**config.mk**
```make
export PLATFORM = sky130hd
export DESIGN_NAME = tour_cmd_sched
export DESIGN_NICKNAME = d
export VERILOG_FILES = /design/src/rtl/knight_pkg.sv /design/src/rtl/knight_move_decode.sv /design/src/rtl/tour_cmd_sched.sv
export SDC_FILE = /design/constraint.sdc
export NUM_CORES = 1
export LEC_CHECK = 0
export CAP_MARGIN = 15
export CELL_PAD_IN_SITES_DETAIL_PLACEMENT = 0
export CELL_PAD_IN_SITES_GLOBAL_PLACEMENT = 1
export CORE_MARGIN = 2
export CORE_UTILIZATION = 45
export DETAILED_ROUTE_END_ITERATION = 7
export DONT_BUFFER_PORTS = 1
export GPL_ROUTABILITY_DRIVEN = 0
export GPL_TIMING_DRIVEN = 0
export PLACE_DENSITY_LB_ADDON = 0.1
export SETUP_SLACK_MARGIN = 0.15
export SYNTH_ARGS = -nofsm -noshare
export SYNTH_HDL_FRONTEND = slang
export SYNTH_HIERARCHICAL = 1
export SYNTH_SLANG_ARGS = --single-unit
```
**constraint.sdc**
```tcl
create_clock -name clk -period 1.99 [get_ports clk]
set_input_delay 0.4975 -clock clk [delete_from_list [all_inputs] [get_ports clk]]
set_output_delay 0.4975 -clock clk [all_outputs]
set_load 0.005 [all_outputs]
```
**src/rtl/knight_pkg.sv**
```systemverilog
// Shared constants and types for the knight-tour command scheduler.
// Holds cmd_proc opcodes, headings, response bytes, FSM states and the move-leg bundle.
package knight_pkg;

    localparam logic [3:0] OP_MOVE    = 4'h2;
    localparam logic [3:0] OP_MOVE_FF = 4'h3;

    localparam logic [7:0] HD_N = 8'h00;
    localparam logic [7:0] HD_W = 8'h3F;
    localparam logic [7:0] HD_S = 8'h7F;
    localparam logic [7:0] HD_E = 8'hBF;

    localparam logic [7:0] RESP_DONE = 8'hA5;
    localparam logic [7:0] RESP_BUSY = 8'h5A;

    typedef enum logic [2:0] {
        IDLE,
        VERT,
        VWAIT,
        HORZ,
        HWAIT
    } state_t;

    typedef struct packed {
        logic [7:0] heading;
        logic [3:0] squares;
    } move_leg_t;

    function automatic move_leg_t mk_leg(
        input logic [7:0] hd,
        input logic [3:0] sq
    );
        move_leg_t l;
        l.heading = hd;
        l.squares = sq;
        return l;
    endfunction

    function automatic logic [15:0] leg_cmd(
        input logic [3:0] op,
        input move_leg_t  leg
    );
        return {op, leg.heading, leg.squares};
    endfunction

endpackage

```
**src/rtl/knight_move_decode.sv**
```systemverilog
// Combinational decode of a one-hot knight move into its vertical and horizontal legs.
// Ports: move[7:0] in; vert, horz (move_leg_t) out; valid out (low when move==0).
module knight_move_decode
    import knight_pkg::*;
(
    input  logic [7:0] move,
    output move_leg_t  vert,
    output move_leg_t  horz,
    output logic       valid
);

    // Lowest set bit wins when the solver hands us more than one bit.
    always_comb begin
        vert  = '0;
        horz  = '0;
        valid = 1'b1;
        priority casez (move)
            8'b???????1: begin
                vert = mk_leg(HD_N, 4'd2);
                horz = mk_leg(HD_W, 4'd1);
            end
            8'b??????10: begin
                vert = mk_leg(HD_N, 4'd2);
                horz = mk_leg(HD_E, 4'd1);
            end
            8'b?????100: begin
                vert = mk_leg(HD_N, 4'd1);
                horz = mk_leg(HD_W, 4'd2);
            end
            8'b????1000: begin
                vert = mk_leg(HD_S, 4'd1);
                horz = mk_leg(HD_W, 4'd2);
            end
            8'b???10000: begin
                vert = mk_leg(HD_S, 4'd2);
                horz = mk_leg(HD_W, 4'd1);
            end
            8'b??100000: begin
                vert = mk_leg(HD_S, 4'd2);
                horz = mk_leg(HD_E, 4'd1);
            end
            8'b?1000000: begin
                vert = mk_leg(HD_S, 4'd1);
                horz = mk_leg(HD_E, 4'd2);
            end
            8'b10000000: begin
                vert = mk_leg(HD_N, 4'd1);
                horz = mk_leg(HD_E, 4'd2);
            end
            default: valid = 1'b0;
        endcase
    end

endmodule

```
**src/rtl/tour_cmd_sched.sv**
```systemverilog
// Shares cmd_proc's command input between the UART path and the tour solver,
// expanding each stored knight move into a vertical then a horizontal command.
// Ports: clk, rst (async, active high); uart_cmd/uart_cmd_rdy in, clr_uart_cmd_rdy out;
// start_tour, move in, mv_indx out; cmd/cmd_rdy out, clr_cmd_rdy/send_resp in; resp out.
module tour_cmd_sched
    import knight_pkg::*;
#(
    parameter int NUM_MOVES = 24
) (
    input  logic        clk,
    input  logic        rst,
    input  logic [15:0] uart_cmd,
    input  logic        uart_cmd_rdy,
    output logic        clr_uart_cmd_rdy,
    input  logic        start_tour,
    input  logic [7:0]  move,
    output logic [4:0]  mv_indx,
    output logic [15:0] cmd,
    output logic        cmd_rdy,
    input  logic        clr_cmd_rdy,
    input  logic        send_resp,
    output logic [7:0]  resp
);

    localparam logic [4:0] LAST = 5'(NUM_MOVES - 1);

    state_t     state_q, state_d;
    logic [4:0] idx_q, idx_d;
    logic [4:0] idx_nxt;
    logic [15:0] cmd_q, cmd_d;
    logic       rdy_q, rdy_d;
    move_leg_t  hleg_q, hleg_d;

    move_leg_t  dec_v, dec_h;
    logic       dec_ok;
    logic       is_last;
    logic       begin_tour;
    logic       advance;
    logic       load;
    logic       pass;

    knight_move_decode u_dec (
        .move  (move),
        .vert  (dec_v),
        .horz  (dec_h),
        .valid (dec_ok)
    );

    assign is_last = (idx_q == LAST);
    assign idx_nxt = is_last ? idx_q : idx_q + 5'd1;

    assign begin_tour = (state_q == IDLE) && start_tour;

    // Step to the next move after a finished horizontal leg or a skipped move.
    // A skipped move sits in VERT with no command pending.
    assign advance = !is_last
                   && (((state_q == HWAIT) && send_resp)
                    || ((state_q == VERT) && !rdy_q));

    assign load = begin_tour || advance;

    // mv_indx looks ahead to the index being loaded so the solver memory
    // already presents that move when the command register captures it.
    assign mv_indx = begin_tour ? 5'd0
                   : advance    ? idx_nxt
                   :              idx_q;

    always_ff @(posedge clk or posedge rst) begin
        if (rst) begin
            state_q <= IDLE;
            idx_q   <= '0;
            cmd_q   <= '0;
            rdy_q   <= 1'b0;
            hleg_q  <= '0;
        end else begin
            state_q <= state_d;
            idx_q   <= idx_d;
            cmd_q   <= cmd_d;
            rdy_q   <= rdy_d;
            hleg_q  <= hleg_d;
        end
    end

    always_comb begin
        state_d = state_q;
        idx_d   = idx_q;
        cmd_d   = cmd_q;
        rdy_d   = rdy_q;
        hleg_d  = hleg_q;
        resp    = RESP_BUSY;
        unique case (state_q)
            IDLE: begin
                resp = RESP_DONE;
            end
            VERT: begin
                if (!rdy_q) begin
                    if (is_last) state_d = IDLE;
                end else if (clr_cmd_rdy) begin
                    state_d = VWAIT;
                    rdy_d   = 1'b0;
                end
            end
            VWAIT: begin
                if (send_resp) begin
                    state_d = HORZ;
                    cmd_d   = leg_cmd(OP_MOVE_FF, hleg_q);
                    rdy_d   = 1'b1;
                end
            end
            HORZ: begin
                if (clr_cmd_rdy) begin
                    state_d = HWAIT;
                    rdy_d   = 1'b0;
                end
            end
            HWAIT: begin
                if (send_resp && is_last) begin
                    state_d = IDLE;
                    resp    = RESP_DONE;
                end
            end
            default: state_d = IDLE;
        endcase
        if (load) begin
            state_d = VERT;
            idx_d   = mv_indx;
            cmd_d   = dec_ok ? leg_cmd(OP_MOVE, dec_v) : 16'h0000;
            rdy_d   = dec_ok;
            hleg_d  = dec_h;
        end
    end

    // A starting tour takes priority, so the UART command stays pending.
    assign pass = (state_q == IDLE) && !start_tour && !rst;

    assign cmd              = (state_q == IDLE) ? uart_cmd : cmd_q;
    assign cmd_rdy          = (state_q == IDLE) ? (uart_cmd_rdy && pass) : rdy_q;
    assign clr_uart_cmd_rdy = pass && clr_cmd_rdy;

endmodule

```
**After elaboration in Yosys (flattened, before gate mapping)**

Index checks and enable logic that the tools add are counted.

- Equality and inequality tests: 18
- Muxes and demuxes: 28
- Reductions and logical operators: 31
- Add/sub/neg operators: 1

Operator list:

| operator | number |
|---|---|
| $mux 16 | 4 |
| $pmux 12 s4 | 1 |
| $pmux 11 s4 | 1 |
| $mux 3 | 7 |
| $pmux 8 s2 | 1 |
| $reduce_or 2->1 | 8 |
| $mux 5 | 3 |
| $pmux 3 s5 | 1 |
| $mux 14 | 1 |
| $eq 5x5->1 const B | 2 |
| $logic_and 1x1->1 | 9 |
| $eq 8x8->1 const B | 1 |
| $mux 8 | 1 |
| $ne 4x4->1 const B | 2 |
| $reduce_or 8->1 | 1 |
| $eq 7x7->1 const B | 1 |
| $mux 1 | 7 |
| $eq 3x2->1 const B | 2 |
| $eq 3x3->1 const B | 2 |
| $eq 6x6->1 const B | 1 |
| $ne 3x3->1 const B | 2 |
| $reduce_and 6->1 | 1 |
| $add 5x1->5 const B | 1 |
| $eq 4x4->1 const B | 1 |
| other kinds (12) | 17 |

- Input port bits: 30
- Bits in registers: 37
- Word-level logic and storage cells: 84

**Longest topological paths before layout**

Gate-level depths: netlist (run 1).

- Depth in word-level cells: 7
- Depth in mapped cells: 7

**Hierarchy**

The synthesis (run 1) kept the hierarchy.

Modules (own cells, without submodules):

| module | instances | area each (um2) | cells an instance | sequential area each (um2) |
|---|---|---|---|---|
| tour_cmd_sched | 1 | 2,011.9 | 178 | 875.8 |
| knight_move_decode | 1 | 240.2 | 35 | 0.0 |

**Least setup slack after synthesis (run 1)**

No wires, ideal clock.

- Path type: register to output
- From: register idx_q[0]
- To: output port resp[3]
- Stages on the path, launching flop included: 7
- Arrival: 1.803 ns
- Buffers on the path: 1
- Slack: -0.311 ns
- Cells stage by stage: dfrtp_1 -> ha_1 -> nand4b_1 -> or2_2 -> a211oi_1 -> inv_1 -> buf_4

- Cells in the longest elaborated chain, start to end: 4

RTL lines:

| element | line | source |
|---|---|---|
| from (decl) | tour_cmd_sched.sv:28 | `logic [4:0] idx_q, idx_d;` |
| from (signal assigned) | tour_cmd_sched.sv:77 | `idx_q <= idx_d;` |
| $eq 5x5->1 | tour_cmd_sched.sv:49 | `assign is_last = (idx_q == LAST);` |
| $logic_and 1x1->1 | tour_cmd_sched.sv:117 | `if (send_resp && is_last) begin` |
| $mux 8 | tour_cmd_sched.sv:117 |  |
| $pmux 8 s2 | tour_cmd_sched.sv:91 | `unique case (state_q)` |
| to (decl) | tour_cmd_sched.sv:22 | `output logic [7:0] resp` |

No other way between the ends.

**Worst setup path after layout (run 1)**

- From: register idx_q[0]
- To: output port resp[6]

The elaborated chain is that of the path after synthesis.

==> flow_metrics.tcl, run 1 <==
set metrics [dict create \
    synth_top_area_share_pct 38.9 \
    yosysSeqAreaShare_pct 38.9 \
    slowest_delay_ns 0.40 \
    utilization_pct 63.8 \
    pre_cts_ws_ns -0.131 \
    design.core.area_um2 4790 \
    dr.pass1.iters 4 \
    diodes 0 \
    crit-reg2reg-launch "state_q[1]$_DFFE_PP0P_" \
    cp_cell_sequence "ha_4, nand4b_1, or2_4, a211oi_4, inv_2, buf_4" \
    pwr-share-comb_pct 59.9 \
    vias_per_cell 5.20 \
    synth_largest_area_cell "dfrtp_1" \
    synthToLayoutAreaGrowth_pct 35.5 \
    crit_type "flop to output port" \
    vias 1702 \
    crit_start "idx_q[0]$_DFFE_PP0P_" \
    async_reset_ff_share_pct 100 \
    p_total_mw 4.44 \
    final-instance-count-excl-fill 327 \
    nNetsFinal 290 \
    wl_per_cell_um 16.7 \
    r2r.worst_path.cells 8 \
    critPathCapture "resp[6]" \
    synthCells 213 \
    violations "negative setup slack" \
    hold_violations 0 \
    ir_drop_mv 0.584 \
    final_max_slew_viol_count 0 \
    grt_usage_pct 18.8 \
    fp.dieH_um 74.7 \
    die_width_um 74.7 \
    synthesis.area_um2 2250 \
    post-dp-hpwl_mm 3.50 \
    seqPwrFrac_pct 25.1 \
    yosysWarnings 6 \
    cts_tree "done" \
    grt_pass1_vias 1630 \
    status "finished with violations" \
    avgSynthCellArea_um2 10.6 \
    power.net_switching_mw 1.55 \
    cp_slowest_cell "dfrtp_1" \
    synth.area.mux_share_pct 25.1 \
    leakage_nw 1.34 \
    clockPowerShare_pct 15.0 \
    routed_wl_mm 5.46 \
    p_per_area_nw_per_um2 1450 \
    multi_input_area_um2 1280 \
    yosys-top-cells-count "35 x dfrtp_1, 27 x buf_4, 27 x mux2_2" \
    holdBufCountCts 0 \
    path_depth 6 \
    tightest_slew_ns 0.903 \
    ys_dominant_reg_cell "dfrtp_1" \
    grt_pass1_wl_mm 7.96 \
    rsz0062_at_grt "true" \
    start_util_pct 47.1 \
    synth-seq-cells 35 \
    hold_ws_ns 0.144 \
    startpoint_type "flop" \
    required_ns 1.49 \
    p_int_mw 2.89 \
    antenna_found_initial 0 \
    fin_skew_ns 0.0140 \
    clock_latency_ns 0.29 \
    grt_max_degree 25 \
    fin_ws_ns -0.330 \
    synth-compound-area-share_pct 9.67 \
    dp_cells 286 \
    drv_cap 0 \
    route.detailed.drc 0 \
    tns_ns -6.17 \
    drt_iter0_markers 78 \
    r2r_setup_slack_ns 0.06 \
    synthSimpleGateAreaFrac_pct 13.1 \
    drive_above_1_share_pct 48.5 \
    cp_max_fo 5 \
    maxSlewHeadroom_pct 39.7 \
    clkTransAtPathRegs_ns 0.08 \
    postLayoutCellArea_um2 3050 \
    cts_root_buf "clkbuf_8" \
    antenna_left 0 \
    cts_sinks 35 \
    cp.buffers_inverters 2 \
    placed_area_um2 2420 \
    grt_overflow 0 \
    fin_crit_ns 2.32 \
    synth_top_family_by_area "multiplexers" \
    cts_buffers 5 \
    cts_buffer_depth 2 \
    synth_edf_count 0 \
    pin_count 61 \
    rows 25 \
    synthXorXnorAreaFrac_pct 0.389 \
    r2r-end "hleg_q[10]$_DFFE_PP0P_" \
    nFillCells 377 \
    period_share_pct 117 \
    cp.arrival_ns 1.82 \
    yosysMostFrequentCell "dfrtp_1" \
    end_kind "output port" \
    regArea_um2 877 \
    finalSetupViolations 29 \
    post_synth_main_area_contributors "dfrtp_1 39%, mux2_2 14%, mux2i_1 12%" \
    fmax_ghz 0.431 \
    sw_frac_of_total_pct 34.9 \
    synthAdderAreaFrac_pct 0.556 \
    hp-class "primary input to async pin" \
    portBuffers 0 \
    critPathTopFamily "flip-flops" \
    cts_max_level 2 \
    ys_types 44 \
    die_area_um2 5590 \
]
[layout make-up]
| cell class | instances | area share [%] |
|---|---|---|
| inverters | 7 | 0.861 |
| plain buffers | 34 | 9.92 |
| multi-input cells | 142 | 42.0 |
| repair buffers | 34 | 11.8 |
| clock inverters | 2 | 1.15 |
| flip-flops and latches | 35 | 28.7 |
| clock buffers | 6 | 2.71 |
| well taps | 67 | 2.75 |
[what timing repair did]
action,CTS,global route
resized for setup,23,31
buffers inserted,19,11
endpoints found under the setup margin,31,55
gates cloned,1,2
pin swaps,7,5
endpoints found under the hold margin,0,0
[flip-flops by register name, indices dropped and copies added (netlist names)]
| register | cells |
|---|---|
| cmd_q | 14 |
| hleg_q | 12 |
| idx_q | 5 |
| rdy_q | 1 |
| state_q | 3 |
[worst min-delay path by stage]
stage	from	slack (ns)	end
after detailed placement	rst	0.48	state_q[2]$_DFFE_PP0P_
after CTS	rst	0.16	idx_q[2]$_DFFE_PP0P_
after global placement	cmd_q[12]$_DFFE_PP0P_	0.48	cmd_q[12]$_DFFE_PP0P_
after floorplan	cmd_q[12]$_DFFE_PP0P_	0.46	cmd_q[12]$_DFFE_PP0P_
final	rst	0.14	idx_q[2]$_DFFE_PP0P_
after global routing	rst	0.17	idx_q[2]$_DFFE_PP0P_
[power by group through the flow]
stage	Sequential (mW)	Clock [mW]	Combinational, mW
2_1_floorplan	1.07	0	1.46
3_3_place_gp	1.11	0	1.69
3_5_place_dp	1.12	0	1.74
4_1_cts	1.10	0.687	2.12
5_1_grt	1.13	0.711	2.85
6_report	1.11	0.667	2.66
[metal layers]
metal	part of all wire [%]	track usage (%)
met3	4.7	4.69
met1	42	23.0
met4	0.73	4.17
met5	0	0
met2	52	33.7
[cell usage in the layout, fill, tap and decap left out, drive strengths merged, types with 3 or more instances in the layout]
| cell type | count |
|---|---|
| or3 | 3 |
| o21ai | 9 |
| mux2i | 26 |
| mux2 | 27 |
| inv | 7 |
| clkbuf | 9 |
| nor2 | 13 |
| buf | 65 |
| a31oi | 3 |
| nand3 | 4 |
| nand2 | 14 |
| nand4 | 3 |
| a21oi | 6 |
| dfrtp | 35 |
| conb | 6 |
[worst register-to-register path, stage by stage (launching register included)]
cell and delay (ns):
dfrtp_2 0.45, buf_6 0.14, nor4b_4 0.25, o21ai_2 0.14, buf_4 0.16, buf_6 0.12
nand2_8 0.11, clkbuf_16 0.16, mux2_4 0.29
[cells by family (layout without fill, tap and decap cells)]
logic type / Yosys count / count (layout)
AO/OA/AOI/OAI: 32 / 32
XOR/XNOR: 1 / 1
adder cells (fa/ha/maj): 1 / 1
buffers and inverters: 41 / 83
flip-flops: 35 / 35
multiplexers: 53 / 53
other: 1 / 6
AND/OR/NAND/NOR: 49 / 49
No activity file was read; power rests on OpenSTA's default activity.
==> run 2: changes to the inputs <==
ABC_CLOCK_PERIOD_IN_PS = 1990   (was unset)
==> results of run 2 <==
No change in the layout: final DEF, timing and power equal those of run 1.
